## src/rtl/imem_loader_pkg.sv

```systemverilog
// Shared constants and FSM encoding for the instruction-memory loader.
// The header length equals one instruction word, so one packer serves both header and data.
package imem_loader_pkg;

  localparam int PC_WIDTH   = 32;
  localparam int INST_WIDTH = 32;
  localparam int MEM_WIDTH  = 1024;
  localparam int LEN_BYTES  = 4;
  localparam int CNT_WIDTH  = $clog2(LEN_BYTES);

  typedef enum logic [1:0] {
    IDLE = 2'd0,
    LEN  = 2'd1,
    DATA = 2'd2,
    DONE = 2'd3
  } state_e;

endpackage

```

## src/rtl/imem_loader_byte_packer.sv

```systemverilog
// Little-endian byte-to-word assembler. word/word_valid are combinational so the
// caller sees the completed word in the same cycle its last byte is accepted.
module byte_packer
  import imem_loader_pkg::*;
(
  input  logic                   clk,
  input  logic                   reset_n,
  input  logic                   clear,
  input  logic                   byte_valid,
  input  logic [7:0]             byte_data,
  output logic [8*LEN_BYTES-1:0] word,
  output logic                   word_valid
);

  logic [8*(LEN_BYTES-1)-1:0] acc;
  logic [CNT_WIDTH-1:0]       count;

  // Newest byte lands on top; after LEN_BYTES shifts the first byte sits in bits 7:0.
  assign word       = {byte_data, acc};
  assign word_valid = byte_valid && (count == CNT_WIDTH'(LEN_BYTES - 1));

  // NOTE: sequential state uses non-blocking assignments only, so every register
  // samples pre-edge values regardless of process ordering.
  always_ff @(posedge clk or negedge reset_n) begin
    if (!reset_n) begin
      acc   <= '0;
      count <= '0;
    end else if (clear) begin
      acc   <= '0;
      count <= '0;
    end else if (byte_valid) begin
      acc   <= word[8*LEN_BYTES-1:8];
      count <= count + 1'b1;
    end
  end

endmodule

```

## src/rtl/imem_loader.sv

```systemverilog
// Streams a length-prefixed byte image from a host into IMEM while holding the core.
// Header: 4-byte little-endian word count N, followed by N little-endian 32-bit words.
module imem_loader #(
  parameter int PC_WIDTH   = imem_loader_pkg::PC_WIDTH,
  parameter int INST_WIDTH = imem_loader_pkg::INST_WIDTH,
  parameter int MEM_WIDTH  = imem_loader_pkg::MEM_WIDTH
) (
  input  logic                  clk,
  input  logic                  reset_n,
  input  logic                  load_start,
  input  logic                  byte_valid,
  input  logic [7:0]            byte_data,
  output logic                  byte_ready,
  output logic                  imem_wr_en,
  output logic [PC_WIDTH-1:0]   imem_wr_addr,
  output logic [INST_WIDTH-1:0] imem_wr_data,
  output logic                  core_hold,
  output logic                  load_done,
  output logic                  load_err
);

  import imem_loader_pkg::*;

  state_e                state;
  logic [PC_WIDTH-1:0]   word_idx;
  logic [PC_WIDTH-1:0]   last_idx;
  logic [INST_WIDTH-1:0] word;
  logic                  word_valid;
  logic                  accept;
  logic                  clear;

  assign accept = byte_valid && byte_ready;
  assign clear  = (state == IDLE) && load_start;

  byte_packer u_packer (
    .clk        (clk),
    .reset_n    (reset_n),
    .clear      (clear),
    .byte_valid (accept),
    .byte_data  (byte_data),
    .word       (word),
    .word_valid (word_valid)
  );

  // All outputs are registered; byte_ready/core_hold are set on the transition
  // into the state that owns them so they line up with the state register.
  always_ff @(posedge clk or negedge reset_n) begin
    if (!reset_n) begin
      state        <= IDLE;
      byte_ready   <= 1'b0;
      imem_wr_en   <= 1'b0;
      imem_wr_addr <= '0;
      imem_wr_data <= '0;
      core_hold    <= 1'b0;
      load_done    <= 1'b0;
      load_err     <= 1'b0;
      word_idx     <= '0;
      last_idx     <= '0;
    end else begin
      imem_wr_en <= 1'b0;
      load_done  <= 1'b0;
      unique case (state)
        IDLE: begin
          if (load_start) begin
            state      <= LEN;
            byte_ready <= 1'b1;
            core_hold  <= 1'b1;
            load_err   <= 1'b0;
            word_idx   <= '0;
          end
        end
        LEN: begin
          if (word_valid) begin
            // Empty and oversize images both finish immediately; only oversize is an error.
            if (word == '0 || word > INST_WIDTH'(MEM_WIDTH)) begin
              state      <= DONE;
              byte_ready <= 1'b0;
              load_done  <= 1'b1;
              load_err   <= (word != '0);
            end else begin
              state    <= DATA;
              last_idx <= PC_WIDTH'(word - 1'b1);
            end
          end
        end
        DATA: begin
          if (word_valid) begin
            imem_wr_en   <= 1'b1;
            imem_wr_addr <= word_idx << 2;
            imem_wr_data <= word;
            word_idx     <= word_idx + 1'b1;
            if (word_idx == last_idx) begin
              state      <= DONE;
              byte_ready <= 1'b0;
              load_done  <= 1'b1;
            end
          end
        end
        DONE: begin
          state     <= IDLE;
          core_hold <= 1'b0;
        end
      endcase
    end
  end

endmodule
```

## config.mk

```make
export PLATFORM = sky130hd
export DESIGN_NAME = imem_loader
export DESIGN_NICKNAME = d
export VERILOG_FILES = /design/src/rtl/imem_loader_pkg.sv /design/src/rtl/imem_loader_byte_packer.sv /design/src/rtl/imem_loader.sv
export SDC_FILE = /design/constraint.sdc
export NUM_CORES = 1
export LEC_CHECK = 0
export BUFFER_PORTS_ARGS = -buffer_cell sky130_fd_sc_hd__buf_4
export CAP_MARGIN = 0
export CORE_ASPECT_RATIO = 2
export CORE_MARGIN = 10
export CORE_UTILIZATION = 40
export DETAILED_ROUTE_END_ITERATION = 16
export HOLD_SLACK_MARGIN = 0.12
export PLACE_DENSITY_LB_ADDON = 0.08
export SLEW_MARGIN = 20
export SYNTH_ARGS = -nofsm -noshare
export SYNTH_HDL_FRONTEND = slang
export SYNTH_SLANG_ARGS = --single-unit
```

## constraint.sdc

```tcl
create_clock -name clk -period 3 [get_ports clk]
set_input_delay 0.15 -clock clk [delete_from_list [all_inputs] [get_ports clk]]
set_output_delay 0.15 -clock clk [all_outputs]
set_load 0.02 [all_outputs]
```

==> flow_metrics.tcl, run 1 <==
set metrics [dict create \
    viasPerCell 5.195 \
    holdWs_ns 0.3213 \
    rsz0062_at_grt "no" \
    setup_tns_ns 0 \
    avgSynthCellArea_um2 11.01 \
    synth_cells 648 \
    core_area_um2 17700 \
    clock-sinks 159 \
    ys_seq_area_share_pct 55.76 \
    synth_edf_count 0 \
    io_pins 81 \
    reg2reg_slack_ns 0.48 \
    critical_path_class "flop to flop" \
    r2r-start "u_packer.acc[0]" \
    dp_slack_ns 0.4651 \
    clkTransAtPathRegs_ns 0.07 \
    grt_pass1_wl_mm 29.68 \
    cts_tree "yes" \
    io_buffers 78 \
    synth_top_family_by_area "simple AND/OR/NAND/NOR gates" \
    ctsHoldBuffers 10 \
    via_count 4982 \
    yosys_warnings 0 \
    syn_area_um2 7136 \
    cts_resized 0 \
    dp.cells 917 \
    cts_setup_buffers 0 \
    initial_core_util_pct 40.32 \
    n_antenna_cell 0 \
    powerDensity_nw_per_um2 860.6 \
    synth_cell_type_count 53 \
    status "completed" \
    fillers 1646 \
    die_y_um 208.9 \
    cts_buffers 17 \
    finClkSkew_ns 0.01042 \
    required_ns 3.30 \
    post-route-min-period_ns 2.521 \
    synth_compound_area_share_pct 7.312 \
    drt_wl_total_mm 17.96 \
    ys_ff_latch 159 \
    p_leak_nw 4.260 \
    worst_slack_ns 0.4787 \
    synth-simple-area-share_pct 15.33 \
    final_hold_viol_count 0 \
    cp.arrival_ns 2.83 \
    synth_fa_ha_area_share_pct 1.227 \
    irDropWorstVdd_mv 0.5237 \
    ff2ff_path_depth 8 \
    syn2layout_area_growth_pct 20.57 \
    drt_iter0_drc 168 \
    reg2reg_to "last_idx[27]" \
    max_freq_ghz 0.3966 \
    hpwlAfterDp_mm 13.47 \
    relSlewSlack_pct 39.57 \
    synthArstFlopShare_pct 100.0 \
    grt_usage_pct 15.80 \
    first_pass_iters 4 \
    cp_max_fo 11 \
    slew_viol_final 0 \
    die_area_um2 23910 \
    dieWidth_um 114.4 \
    maxCapViolCount 0 \
    root_buffer "clkbuf_16" \
    grt_max_degree 78 \
    grt_antenna_before_repair 0 \
    worstMarginPinSlew_ns 0.9042 \
    cp-start-kind "flop" \
    ant_nets 0 \
    htree_levels 4 \
    nets 752 \
    clock_latency_ns 0.42 \
    fin_cells 959 \
    drive_gt1_share_pct 25.74 \
    ys.flop_type "dfrtp_1" \
    routedWlPerCell_um 18.73 \
    yosys.area_share.xor_xnor_pct 7.978 \
    row_count 69 \
    grt-ovfl-total 0 \
    fin_crit_sh_pct 84.04 \
    synth.area.mux_share_pct 9.083 \
    route.detailed.drc 0 \
    place.gp.congestion 0.8141 \
    setup_viol_count_final 0 \
    hold_class "input port to async pin" \
    cts_buffer_depth 2 \
    first_global_vias 5406 \
    cp-end-kind "flop" \
]
layout by cell type, fill, tap and decap left out, types with 11 or more instances in the layout:
master | Yosys | layout
a21oi_1 | 35 | 35
and2_1 | 15 | 15
buf_4 | 4 | 90
clkbuf_16 | 0 | 17
dfrtp_1 | 159 | 159
inv_1 | 15 | 15
mux2_2 | 54 | 54
nand2_1 | 91 | 90
nand3_1 | 13 | 13
nor2_1 | 34 | 34
nor3_1 | 13 | 13
nor4_1 | 20 | 20
o21a_1 | 11 | 11
o21ai_0 | 24 | 24
xnor2_1 | 25 | 25
xor2_1 | 40 | 40
worst max-delay path by stage:
stage	endpoint	from
finish	last_idx[27]	u_packer.acc[0]
detailed placement	load_err	u_packer.acc[0]
global placement	load_err	u_packer.acc[0]
CTS	load_err	u_packer.acc[0]
global route	last_idx[27]	u_packer.acc[0]
floorplan	last_idx[13]	u_packer.acc[0]
cells in the mapped netlist (all sizes together) (3+ instances only):
master  instances  area, µm²
mux2           54      608.1
nor4           22      150.1
dfrtp         159       3979
xor2           40      350.3
nand4           9      77.57
and4            3      28.78
clkbuf         23      90.08
or3             3      18.77
buf            14      86.33
nand2          92      347.8
o21ai          24      120.1
nor2b           4      25.02
xnor2          25      219.0
mux2i           4      40.04
nand3          13      65.06
inv            15      56.30
ha              7      87.58
a21oi          35      175.2
and3            4      25.02
nor3           14      75.07
nor2           34      127.6
o21a           11      82.58
and2           15      93.84
cell type report:
type	instances	area, µm²	area share [%]
Sequential cell	159	3979	46.25
Inverter	15	56.30	0.6545
Clock buffer	18	429.2	4.988
Tap cell	213	266.5	3.098
Clock inverter	14	135.1	1.571
Timing Repair Buffer	102	807.0	9.380
Multi-Input combinational cell	438	2930	34.06
cell families after synthesis:
kind of cell,count (synthesis)
compound gates,87
xor+xnor,65
fa+ha+maj,7
buf+inv,52
flops,159
mux,58
other cells,1
simple gates,219
per-stage QoR:
| step | area [µm²] | util [%] | power [mW] |
|---|---|---|---|
| floorplan | 7139 | - | 4.432 |
| detailed placement | 7939 | 44.86 | 5.404 |
| CTS | 8603 | 48.61 | 7.533 |
| global placement | 7939 | 44.86 | 5.349 |
| finish | 8603 | 48.61 | 7.404 |
| global route | 8603 | 48.61 | 7.877 |
where the power goes:
group | internal [mW] | switching, mW
Combinational | 1.01 | 1.28
Clock | 1.16 | 0.930
Sequential | 2.58 | 0.445
critical path: stages (launching register included):
cell     delay, ns
dfrtp_1       0.42
inv_1         0.09
ha_1          0.19
or4b_4        0.51
nor3b_2       0.26
mux2i_1       0.33
nand4_2       0.15
or2_4         0.33
o21a_1        0.12
state kept, by name, summed over array words and instances, names as in the netlist, 2 cells and up:
name / flops
imem_wr_data: 32
last_idx: 32
word_idx: 32
imem_wr_addr: 30
u_packer.acc: 24
state: 2
u_packer.count: 2
routing by layer:
metal	global-route usage, %	part of all wire (%)
met4	8.424	4.1
met3	3.557	3.5
met1	15.57	35
met2	29.14	58
met5	0	0
Note: power is estimated with default switching activity, not from simulation.
==> inputs of run 2 (changes only) <==
--- a/config.mk
+++ b/config.mk
@@ -5,6 +5,7 @@
 export SDC_FILE = /design/constraint.sdc
 export NUM_CORES = 1
 export LEC_CHECK = 0
+export ABC_AREA = 1
 export BUFFER_PORTS_ARGS = -buffer_cell sky130_fd_sc_hd__buf_4
 export CAP_MARGIN = 0
 export CORE_ASPECT_RATIO = 2
==> constraint.sdc (replaced) <==
create_clock -name clk -period 2.6 [get_ports clk]
set_input_delay 0.13 -clock clk [delete_from_list [all_inputs] [get_ports clk]]
set_output_delay 0.13 -clock clk [all_outputs]
set_load 0.02 [all_outputs]
==> flow_metrics.tcl, run 2 <==
set metrics [dict create \
    die_area_um2 24810 \
    initial_core_util_pct 40.68 \
    maxCapViolCount 0 \
    dp_slack_ns 0.3288 \
    drt_wl_total_mm 20.82 \
    synth_cell_type_count 34 \
    drt_iter0_drc 226 \
    fin_cells 1221 \
    via_count 6013 \
    worstMarginPinSlew_ns 0.6970 \
    route.detailed.drc 0 \
    slew_viol_final 0 \
    max_stage_delay_ns 0.43 \
    cp.arrival_ns 2.52 \
    r2r-start "state[0]" \
    syn_area_um2 7447 \
    first_pass_iters 4 \
    finClkSkew_ns 0.009588 \
    crit_family "buffers and inverters" \
    cts_tree "yes" \
    core_area_um2 18310 \
    htree_levels 4 \
    io_buffers 78 \
    cts_resized 0 \
    ant_nets 0 \
    min_from "load_start" \
    p_leak_nw 4.400 \
    rsz0062_at_grt "no" \
    synthArstFlopShare_pct 100.0 \
    irDropWorstVdd_mv 0.4891 \
    fin_crit_sh_pct 85.28 \
    avgSynthCellArea_um2 8.312 \
    viasPerCell 4.925 \
    setup_tns_ns 0 \
    routedWlPerCell_um 17.05 \
    critPathLaunch "state[0]" \
    cp-start-kind "flop" \
    setup_viol_count_final 0 \
    whs_path_depth 4 \
    synth_cells 896 \
    grt_max_degree 120 \
    relSlewSlack_pct 53.53 \
    mostFrequentLayoutCell "nand2_1" \
    cp.depth 7 \
    clock-sinks 159 \
    grt-ovfl-total 0 \
    reg_top3 "imem_wr_data (32), last_idx (32), word_idx (32)" \
    clock_latency_ns 0.43 \
    place.gp.congestion 0.8955 \
    required_ns 2.90 \
    final_hold_viol_count 0 \
    worst_slack_ns 0.3827 \
    synth_common_cells "240 x nand2_1, 159 x dfrtp_1, 102 x inv_1" \
    n_antenna_cell 0 \
    path_buf_inv 3 \
    io_pins 81 \
    nets 1011 \
    cp_max_fo 119 \
    cts_buffers 17 \
    holdWs_ns 0.1974 \
    critical_path_class "flop to flop" \
    syn2layout_area_growth_pct 22.09 \
    ys_ff_latch 159 \
    clkTransAtPathRegs_ns 0.06 \
    grt_antenna_before_repair 0 \
    yosysMostFrequentCell "nand2_1" \
    status "completed" \
    finish.utilization_pct 49.67 \
    powerDensity_nw_per_um2 864.7 \
    hpwlAfterDp_mm 15.72 \
    dp.cells 1179 \
    row_count 70 \
    synth_edf_count 0 \
    ys.flop_type "dfrtp_1" \
    yosys.area.top_type "dfrtp_1" \
    yosysTopAreaCellShare_pct 53.43 \
    path_cells "inv_1 -> ha_1 -> nand2_4 -> buf_12 -> clkinv_1 -> nand3_1 -> o21ai_0" \
    post-route-min-period_ns 2.217 \
    ys_seq_area_share_pct 53.43 \
    yosys_warnings 0 \
    slowest_stage "clkinv_1" \
    cp-end-kind "flop" \
    max_freq_ghz 0.4510 \
    ff2ff_path_depth 7 \
    die_y_um 213.0 \
    layout_common_cells "240 x nand2_1, 159 x dfrtp_1, 102 x inv_1" \
    drive_gt1_share_pct 15.02 \
    grt_pass1_wl_mm 33.71 \
    cts_buffer_depth 2 \
    dieWidth_um 116.5 \
    synthTopCellsByArea "dfrtp_1 53%, nand2_1 12%, o21ai_0 6.8%" \
    root_buffer "clkbuf_16" \
    grt_usage_pct 17.78 \
    first_global_vias 6308 \
    hold_class "input port to flop" \
]
## run 2: cell type report
class / count / area [µm²]
tap: 216 / 270.3
inverter: 107 / 401.6
sequential: 159 / 3979
fill: 1835 / 9213
clock buffer: 19 / 442.9
multi-input combinational: 600 / 2917
timing repair buffer: 107 / 869.6
clock inverter: 13 / 212.7
## run 2: final timing paths
path                            slack [ns]          endpoint
worst min-delay path                  0.20      word_idx[16]
min in group asynchronous             0.30       word_idx[4]
worst min register to register        0.48  imem_wr_addr[17]
max in group asynchronous             1.57      word_idx[29]
worst max-delay path                  0.38       word_idx[0]
worst max register to register        0.38       word_idx[0]
## run 2: stage by stage
step	cell area [µm²]	power [mW]
after floorplan	7451	4.340
after global placement	8337	5.147
after detailed placement	8337	5.146
after CTS	9092	7.965
after global routing	9092	8.324
final	9092	7.862
## run 2: worst register-to-register path: stages (launching register included)
cell      delay [ns]
dfrtp_1         0.42
inv_1           0.10
ha_1            0.35
nand2_4         0.16
buf_12          0.35
clkinv_1        0.47
nand3_1         0.16
o21ai_0         0.09
## run 2: what timing repair did
action | in CTS | in global routing
hold endpoints to repair | 83 | 0
hold buffers | 10 | 0
setup buffers | 0 | 0
## run 2: routing by layer
| metal | GRT usage, % | vias to the layer above | routed length, µm |
|---|---|---|---|
| met1 | 17.38 | 2838 | 7487 |
| met2 | 34.20 | 98 | 12060 |
| met3 | 3.120 | 32 | 592 |
| met4 | 8.503 | 0 | 673 |
| li1 | - | 3045 | - |
| met5 | 0 | - | 0 |
## run 2: where the power goes
group | switching (mW) | internal [mW]
clock | 1.05 | 1.73
sequential | 0.176 | 2.73
combinational | 1.43 | 0.737
## run 2: cells by family (layout without fill, tap and decap cells)
logic type,Yosys count,count (layout),share of synthesized area (%)
simple gates,415,415,23.57
fa+ha+maj,7,7,1.176
flops,159,159,53.43
other cells,1,2,0.05035
buf+inv,138,246,7.527
xor+xnor,33,33,3.881
compound gates,143,143,10.37
